`src/rtl/decode_pkg.sv`:
```
// Shared decode types for the RV32I decode stage: ALU ops, opcodes, field layout,
// the control bundle carried to execute, and immediate/ALU helper functions.
package decode_pkg;

  typedef enum logic [3:0] {
    ALU_ADD    = 4'd0,
    ALU_SUB    = 4'd1,
    ALU_SLL    = 4'd2,
    ALU_SLT    = 4'd3,
    ALU_SLTU   = 4'd4,
    ALU_XOR    = 4'd5,
    ALU_SRL    = 4'd6,
    ALU_SRA    = 4'd7,
    ALU_OR     = 4'd8,
    ALU_AND    = 4'd9,
    ALU_PASS_B = 4'd10
  } alu_op_t;

  localparam logic [6:0] OPC_LUI    = 7'b0110111;
  localparam logic [6:0] OPC_AUIPC  = 7'b0010111;
  localparam logic [6:0] OPC_JAL    = 7'b1101111;
  localparam logic [6:0] OPC_JALR   = 7'b1100111;
  localparam logic [6:0] OPC_BRANCH = 7'b1100011;
  localparam logic [6:0] OPC_LOAD   = 7'b0000011;
  localparam logic [6:0] OPC_STORE  = 7'b0100011;
  localparam logic [6:0] OPC_OP_IMM = 7'b0010011;
  localparam logic [6:0] OPC_OP     = 7'b0110011;
  localparam logic [6:0] OPC_FENCE  = 7'b0001111;

  // Field order mirrors the instruction word, so a cast of the raw word unpacks it.
  typedef struct packed {
    logic [6:0] funct7;
    logic [4:0] rs2;
    logic [4:0] rs1;
    logic [2:0] funct3;
    logic [4:0] rd;
    logic [6:0] opcode;
  } instr_fields_t;

  typedef struct packed {
    alu_op_t    alu_op;
    logic [4:0] rd;
    logic       rd_write;
    logic       mem_read;
    logic       mem_write;
    logic       branch;
    logic       jump;
    logic       alu_src_imm;
    logic       illegal;
    logic [2:0] funct3;
  } ctrl_t;

  function automatic logic [31:0] imm_i(input logic [31:0] w);
    return {{20{w[31]}}, w[31:20]};
  endfunction

  function automatic logic [31:0] imm_s(input logic [31:0] w);
    return {{20{w[31]}}, w[31:25], w[11:7]};
  endfunction

  function automatic logic [31:0] imm_b(input logic [31:0] w);
    return {{19{w[31]}}, w[31], w[7], w[30:25], w[11:8], 1'b0};
  endfunction

  function automatic logic [31:0] imm_u(input logic [31:0] w);
    return {w[31:12], 12'b0};
  endfunction

  function automatic logic [31:0] imm_j(input logic [31:0] w);
    return {{11{w[31]}}, w[31], w[19:12], w[20], w[30:21], 1'b0};
  endfunction

  function automatic alu_op_t alu_from_funct3(input logic [2:0] f3, input logic alt);
    case (f3)
      3'b000:  return alt ? ALU_SUB : ALU_ADD;
      3'b001:  return ALU_SLL;
      3'b010:  return ALU_SLT;
      3'b011:  return ALU_SLTU;
      3'b100:  return ALU_XOR;
      3'b101:  return alt ? ALU_SRA : ALU_SRL;
      3'b110:  return ALU_OR;
      default: return ALU_AND;
    endcase
  endfunction

endpackage

```
`src/rtl/register_file.sv`:
```
// 32x32 architectural register file: two combinational reads, one write port,
// x0 reads as zero and is never written.
module register_file (
  input  logic        clk,
  input  logic        rst,
  input  logic        wr_en,
  input  logic [4:0]  wr_addr,
  input  logic [31:0] wr_data,
  input  logic [4:0]  rd_addr_a,
  output logic [31:0] rd_data_a,
  input  logic [4:0]  rd_addr_b,
  output logic [31:0] rd_data_b
);

  logic [31:0] regs [32];

  always_ff @(posedge clk or posedge rst) begin
    if (rst) begin
      for (int i = 0; i < 32; i++) regs[i] <= '0;
    end else if (wr_en && wr_addr != 5'd0) begin
      regs[wr_addr] <= wr_data;
    end
  end

  assign rd_data_a = (rd_addr_a == 5'd0) ? 32'd0 : regs[rd_addr_a];
  assign rd_data_b = (rd_addr_b == 5'd0) ? 32'd0 : regs[rd_addr_b];

endmodule

```
`src/rtl/instruction_decode.sv`:
```
// RV32I decode stage: edge-detected accept into a 2-entry queue, decode of the
// queue head, load-use bubble insertion, and the output register feeding execute.
module instruction_decode
  import decode_pkg::*;
(
  input  logic        clk,
  input  logic        reset,
  input  logic [31:0] i_instruction,
  input  logic        i_instruction_valid,
  input  logic [31:0] i_pc,
  input  logic        i_stall,
  input  logic        i_flush,
  input  logic        i_wb_enable,
  input  logic [4:0]  i_wb_rd,
  input  logic [31:0] i_wb_data,
  output logic        o_stall_fetch,
  output logic        o_valid,
  output logic [31:0] o_pc,
  output logic [3:0]  o_alu_op,
  output logic [31:0] o_rs1_data,
  output logic [31:0] o_rs2_data,
  output logic [31:0] o_imm,
  output logic [4:0]  o_rd,
  output logic        o_rd_write,
  output logic        o_mem_read,
  output logic        o_mem_write,
  output logic        o_branch,
  output logic        o_jump,
  output logic        o_alu_src_imm,
  output logic        o_illegal,
  output logic [2:0]  o_funct3
);

  logic          valid_q;
  logic [31:0]   fifo_instr [2];
  logic [31:0]   fifo_pc    [2];
  logic          rd_ptr, wr_ptr;
  logic [1:0]    count;
  logic          accept, push, issue, hazard, uses_rs2;
  logic [31:0]   head_instr, head_pc, imm, rf_a, rf_b, rs1_val, rs2_val;
  instr_fields_t f;
  ctrl_t         dec;

  logic          vld_p1;
  ctrl_t         ctrl_p1;
  logic [31:0]   pc_p1, imm_p1, rs1_p1, rs2_p1;

  // Fetch holds valid while idle, so only a rising edge is a new instruction.
  assign accept = i_instruction_valid & ~valid_q;
  assign push   = accept & ~i_flush & (count != 2'd2);

  assign head_instr = fifo_instr[rd_ptr];
  assign head_pc    = fifo_pc[rd_ptr];
  assign f          = instr_fields_t'(head_instr);

  always_comb begin
    dec        = '0;
    imm        = '0;
    dec.rd     = f.rd;
    dec.funct3 = f.funct3;
    case (f.opcode)
      OPC_LUI:    begin dec.alu_op = ALU_PASS_B; dec.alu_src_imm = 1'b1; dec.rd_write = 1'b1; imm = imm_u(head_instr); end
      OPC_AUIPC:  begin dec.alu_src_imm = 1'b1; dec.rd_write = 1'b1; imm = imm_u(head_instr); end
      OPC_JAL:    begin dec.jump = 1'b1; dec.rd_write = 1'b1; imm = imm_j(head_instr); end
      OPC_JALR:   begin dec.jump = 1'b1; dec.rd_write = 1'b1; dec.alu_src_imm = 1'b1; imm = imm_i(head_instr); end
      OPC_BRANCH: begin dec.branch = 1'b1; dec.alu_op = ALU_SUB; imm = imm_b(head_instr); end
      OPC_LOAD:   begin dec.mem_read = 1'b1; dec.rd_write = 1'b1; dec.alu_src_imm = 1'b1; imm = imm_i(head_instr); end
      OPC_STORE:  begin dec.mem_write = 1'b1; dec.alu_src_imm = 1'b1; imm = imm_s(head_instr); end
      OPC_OP_IMM: begin
        dec.rd_write    = 1'b1;
        dec.alu_src_imm = 1'b1;
        imm             = imm_i(head_instr);
        // Bit 30 is part of the immediate except for the shift-right pair.
        dec.alu_op      = alu_from_funct3(f.funct3, (f.funct3 == 3'b101) & f.funct7[5]);
        if (f.funct3 == 3'b001 && f.funct7 != 7'h00) dec.illegal = 1'b1;
        if (f.funct3 == 3'b101 && f.funct7 != 7'h00 && f.funct7 != 7'h20) dec.illegal = 1'b1;
      end
      OPC_OP: begin
        dec.rd_write = 1'b1;
        dec.alu_op   = alu_from_funct3(f.funct3, f.funct7[5]);
        if (!(f.funct7 == 7'h00 ||
              (f.funct7 == 7'h20 && (f.funct3 == 3'b000 || f.funct3 == 3'b101))))
          dec.illegal = 1'b1;
      end
      OPC_FENCE: ;
      default:   dec.illegal = 1'b1;
    endcase
    if (dec.illegal) begin
      dec.rd_write  = 1'b0;
      dec.mem_read  = 1'b0;
      dec.mem_write = 1'b0;
      dec.branch    = 1'b0;
      dec.jump      = 1'b0;
    end
    if (f.rd == 5'd0) dec.rd_write = 1'b0;
  end

  assign uses_rs2 = (f.opcode == OPC_OP) | (f.opcode == OPC_STORE) | (f.opcode == OPC_BRANCH);
  assign hazard   = vld_p1 & ctrl_p1.mem_read & (ctrl_p1.rd != 5'd0) &
                    ((f.rs1 == ctrl_p1.rd) | (uses_rs2 & (f.rs2 == ctrl_p1.rd)));
  assign issue    = (count != 2'd0) & ~i_stall & ~hazard;

  register_file u_rf (
    .clk       (clk),
    .rst       (reset),
    .wr_en     (i_wb_enable),
    .wr_addr   (i_wb_rd),
    .wr_data   (i_wb_data),
    .rd_addr_a (f.rs1),
    .rd_data_a (rf_a),
    .rd_addr_b (f.rs2),
    .rd_data_b (rf_b)
  );

  assign rs1_val = (i_wb_enable && i_wb_rd != 5'd0 && i_wb_rd == f.rs1) ? i_wb_data : rf_a;
  assign rs2_val = (i_wb_enable && i_wb_rd != 5'd0 && i_wb_rd == f.rs2) ? i_wb_data : rf_b;

  // Stage p0: instruction queue
  always_ff @(posedge clk or posedge reset) begin
    if (reset) begin
      valid_q <= 1'b0;
      count   <= 2'd0;
      rd_ptr  <= 1'b0;
      wr_ptr  <= 1'b0;
    end else begin
      valid_q <= i_instruction_valid;
      if (i_flush) begin
        count  <= 2'd0;
        rd_ptr <= 1'b0;
        wr_ptr <= 1'b0;
      end else begin
        if (push)  wr_ptr <= ~wr_ptr;
        if (issue) rd_ptr <= ~rd_ptr;
        case ({push, issue})
          2'b10:   count <= count + 2'd1;
          2'b01:   count <= count - 2'd1;
          default: ;
        endcase
      end
    end
  end

  always_ff @(posedge clk) begin
    if (push) begin
      fifo_instr[wr_ptr] <= i_instruction;
      fifo_pc[wr_ptr]    <= i_pc;
    end
  end

  // Stage p1: output register to execute
  always_ff @(posedge clk or posedge reset) begin
    if (reset) begin
      vld_p1  <= 1'b0;
      ctrl_p1 <= '0;
      pc_p1   <= '0;
      imm_p1  <= '0;
      rs1_p1  <= '0;
      rs2_p1  <= '0;
    end else if (i_flush) begin
      vld_p1  <= 1'b0;
      ctrl_p1 <= '0;
    end else if (!i_stall) begin
      if (issue) begin
        vld_p1  <= 1'b1;
        ctrl_p1 <= dec;
        pc_p1   <= head_pc;
        imm_p1  <= imm;
        rs1_p1  <= rs1_val;
        rs2_p1  <= rs2_val;
      end else begin
        vld_p1  <= 1'b0;
        ctrl_p1 <= '0;
      end
    end
  end

  assign o_stall_fetch = (count != 2'd0) | i_stall;
  assign o_valid       = vld_p1;
  assign o_pc          = pc_p1;
  assign o_alu_op      = ctrl_p1.alu_op;
  assign o_rs1_data    = rs1_p1;
  assign o_rs2_data    = rs2_p1;
  assign o_imm         = imm_p1;
  assign o_rd          = ctrl_p1.rd;
  assign o_rd_write    = ctrl_p1.rd_write;
  assign o_mem_read    = ctrl_p1.mem_read;
  assign o_mem_write   = ctrl_p1.mem_write;
  assign o_branch      = ctrl_p1.branch;
  assign o_jump        = ctrl_p1.jump;
  assign o_alu_src_imm = ctrl_p1.alu_src_imm;
  assign o_illegal     = ctrl_p1.illegal;
  assign o_funct3      = ctrl_p1.funct3;

endmodule

```
`config.mk`:
```
export PLATFORM = sky130hd
export DESIGN_NAME = instruction_decode
export DESIGN_NICKNAME = d
export VERILOG_FILES = /design/src/rtl/decode_pkg.sv /design/src/rtl/register_file.sv /design/src/rtl/instruction_decode.sv
export SDC_FILE = /design/constraint.sdc
export NUM_CORES = 2
export LEC_CHECK = 0
export BUFFER_PORTS_ARGS = -buffer_cell sky130_fd_sc_hd__buf_2
export CAP_MARGIN = 10
export CORE_ASPECT_RATIO = 1.1
export CORE_MARGIN = 2
export CORE_UTILIZATION = 40
export DETAILED_ROUTE_END_ITERATION = 8
export HOLD_SLACK_MARGIN = 0.02
export SKIP_LAST_GASP = 1
export SLEW_MARGIN = 20
export SYNTH_ARGS = -nofsm -noshare
export SYNTH_HDL_FRONTEND = slang
export SYNTH_SLANG_ARGS = --single-unit
```
`constraint.sdc`:
```
create_clock -name clk -period 43 [get_ports clk]
set_clock_uncertainty 0.05 [all_clocks]
set_input_delay 4.3 -clock clk [delete_from_list [all_inputs] [get_ports clk]]
set_output_delay 4.3 -clock clk [all_outputs]
set_load 0.005 [all_outputs]
```
==> results.toml <==
[global_routing]
top_usage_layer = "met2"
grt_pass1_vias = 49726
grt_overflow = 0
use_met2 = 0.396
gr-usage-met3 = 0.0705
grt_max_degree = 186
grt_pass1_wl_microns = 329000
antenna_found_initial = 33
track_usage = 0.262
grtUsageMet1 = 0.351

[floorplan]
coreArea_sq_mm = 0.164
io_pins = 256
rows = 156
dieArea_sq_mm = 0.169
dieWidth_microns = 392
initial_core_util = 0.403
die_h_microns = 431

[timing]
slew_headroom = 0.252
slew_viol_final = 0
fmax_ghz = 0.106
final.min_clock_period_ns = 9.41
timing.final.crit_share = 0.219
tns_ns = 0
worstMarginPinSlew_ns = 1.12
setup_viol = 0
worst_slack_ns = 33.59
rsz0062_at_grt = "no"
hold_violations = 0
hold_ws_ns = 0.351

[power_and_ir_drop]
power_density_mw_per_mm2 = 56.8
p_total_mw = 4.20
static-leakage-power_nw = 30.9
p_clk_frac = 0.298
p_switching_mw = 1.44
ir_drop_mv = 0.0491
netSwitchingFraction = 0.342
combPwrFrac = 0.299
p_int_mw = 2.76
p_seq_frac = 0.402

[synth]
synth_edf_count = 128
synth-warning-count = 0
synth.area.top_cells = "dfrtp_1 44%, mux2_2 17%, mux4_2 8.7%"
async_flop_share = 0.902
synth_ff_type = "dfrtp_1"
yosysSeqAreaShare = 0.503
synth-seq-cells = 1305
yosysUniqueCellTypes = 66
yosysTopAreaCell = "dfrtp_1"
yosysTopAreaCellShare = 0.445
avgSynthCellArea_sq_um = 11.4
syn-num-nets = 5900
synthCells = 5793
syn_area_sq_mm = 0.0662

[placed_design]
placed_cell_area_sq_mm = 0.0692
place_ws_ns = 33.59
placed_cells = 7788
io_buffers = 255
gp_congestion = 0.822
dpl.hpwl_microns = 119000

[layout]
fillCellCount = 15042
layout_common_cells = "1176 x dfrtp_1, 1090 x nand2_1, 1002 x mux2_2, 441 x a21oi_1, 261 x nand3_1"
nets = 5825
layout-drive-gt1-share = 0.332
utilization = 0.450
mostFrequentLayoutCell = "dfrtp_1"
final_area_sq_mm = 0.0739
syn_to_final_growth_pct = 11.6
final_cells = 8048

[worst_setup_path]
crit_family = "buffers and inverters"
slowest_delay_ns = 0.38
critPathLaunchType = "input pin"
crit_path_cell_trace = "buf_2 -> or3_1 -> buf_2"
cp_common_cell = "buf_2"
critical_path.max_fanout = 22
arrival_ns = 5.06
critical_path_class = "in -> out"
required_ns = 38.65
setup.worst_path.end_class = "primary output"
crit_slowest_cell = "or3_1"
crit_buf_inv = 2

[drt]
vias = 49568
drt_pass1_iterations = 6
drc_errors = 0
routed_via_density = 6.16
routed_wl_microns = 223000
antenna_left = 0
wl_per_cell_microns = 27.7
drtIter0Drc = 5558

[clock_network]
cts_resized = 0
cts_root_buffer = "clkbuf_16"
htreeDepth = 4
cts_setup_buffers = 0
cts_hold_buf = 0
cts_tree = "built"
numCtsBuffers = 139
clk_latency_ns = 0.78
path_clk_slew_ns = 0.06
cts_buffer_depth = 3
clock_sinks = 1305

[status]
outcome = "completed"

[min_path]
worstHoldPathType = "reg -> reg"

[run]
cap_violations = 0
==> path summary, 6_finish.rpt <==
check | start | end | slack (ns) | cells past startpoint
worst min register to register | u_rf.regs[1017] | u_rf.regs[1017] | 0.35 | 0
min in group asynchronous | reset | u_rf.regs[839] | 3.62 | 2
worst max register to register | rd_ptr | o_rs2_data[18] | 37.02 | 9
max in group asynchronous | reset | u_rf.regs[437] | 35.54 | 6
worst max-delay path | i_stall | o_stall_fetch | 33.59 | 3
worst min-delay path | u_rf.regs[1017] | u_rf.regs[1017] | 0.35 | 0
==> power groups by stage <==
stage,Combinational (mW),Clock [mW],Sequential (mW)
after global placement,1.23,0,1.69
final,1.26,1.25,1.69
after global routing,1.35,1.32,1.72
after detailed placement,1.25,0,1.70
after floorplan,0.858,0,1.65
after CTS,1.25,1.27,1.68
==> flip-flops by register name (all words and copies together), names as in the netlist, 2 cells and up <==
register / count
o_funct3: 3
o_rs2_data: 32
count: 2
o_alu_op: 4
o_pc: 32
fifo_pc: 64
u_rf.regs: 1024
o_rd: 5
fifo_instr: 64
o_rs1_data: 32
o_imm: 32
==> cell usage after synthesis (11+ instances only) <==
library cell / number
clkbuf_1: 388
xnor2_1: 18
o21ai_1: 12
dfrtp_1: 1177
a2111oi_0: 149
nor2_1: 151
edfxtp_1: 128
mux2_2: 1006
o21ai_0: 40
buf_1: 75
o21a_1: 16
o22ai_1: 68
mux2i_1: 55
a21oi_1: 442
nor4_1: 33
a22oi_1: 13
nand2_1: 1105
buf_6: 11
mux4_2: 256
nor3_1: 106
inv_1: 16
a221oi_2: 22
buf_2: 101
o211ai_1: 11
nand3_1: 262
==> kinds of logic (layout without fill, tap and decap cells) <==
group	count (synthesis)	after routing	synth area share
AND/OR/NAND/NOR	1712	1712	0.108
multiplexers	1321	1321	0.267
flip-flops	1305	1305	0.503
AO/OA/AOI/OAI	837	837	0.0820
buffers and inverters	594	630	0.0370
XOR/XNOR	24	24	0.00317
other	0	7	0
==> layer usage <==
metal,vias to the layer above,part of all wire
li1,20848,-
met2,2531,0.45
met4,42,0.048
met3,611,0.099
met1,25536,0.40
met5,-,0.0016
==> worst register-to-register path: stages (launching register included) <==
cell	delay, ns
dfrtp_4	0.99
mux2i_4	0.43
buf_4	0.80
buf_4	0.88
buf_4	0.87
mux4_2	0.44
a2111oi_0	0.55
nor3_1	0.14
a2111oi_0	0.57
nor2_1	0.11
==> final cells by class <==
type / instances / area [sq um] / share of cell area
sequential: 1305 / 33300 / 0.450
multi-input combinational: 3894 / 30900 / 0.418
clock buffer: 208 / 4200 / 0.0568
tap: 2212 / 2770 / 0.0374
timing repair buffer: 362 / 2160 / 0.0292
clock inverter: 44 / 533 / 0.00721
inverter: 16 / 67.6 / 0.000914
antenna: 7 / 17.5 / 0.000237
No activity file was read; power rests on OpenSTA's default activity.
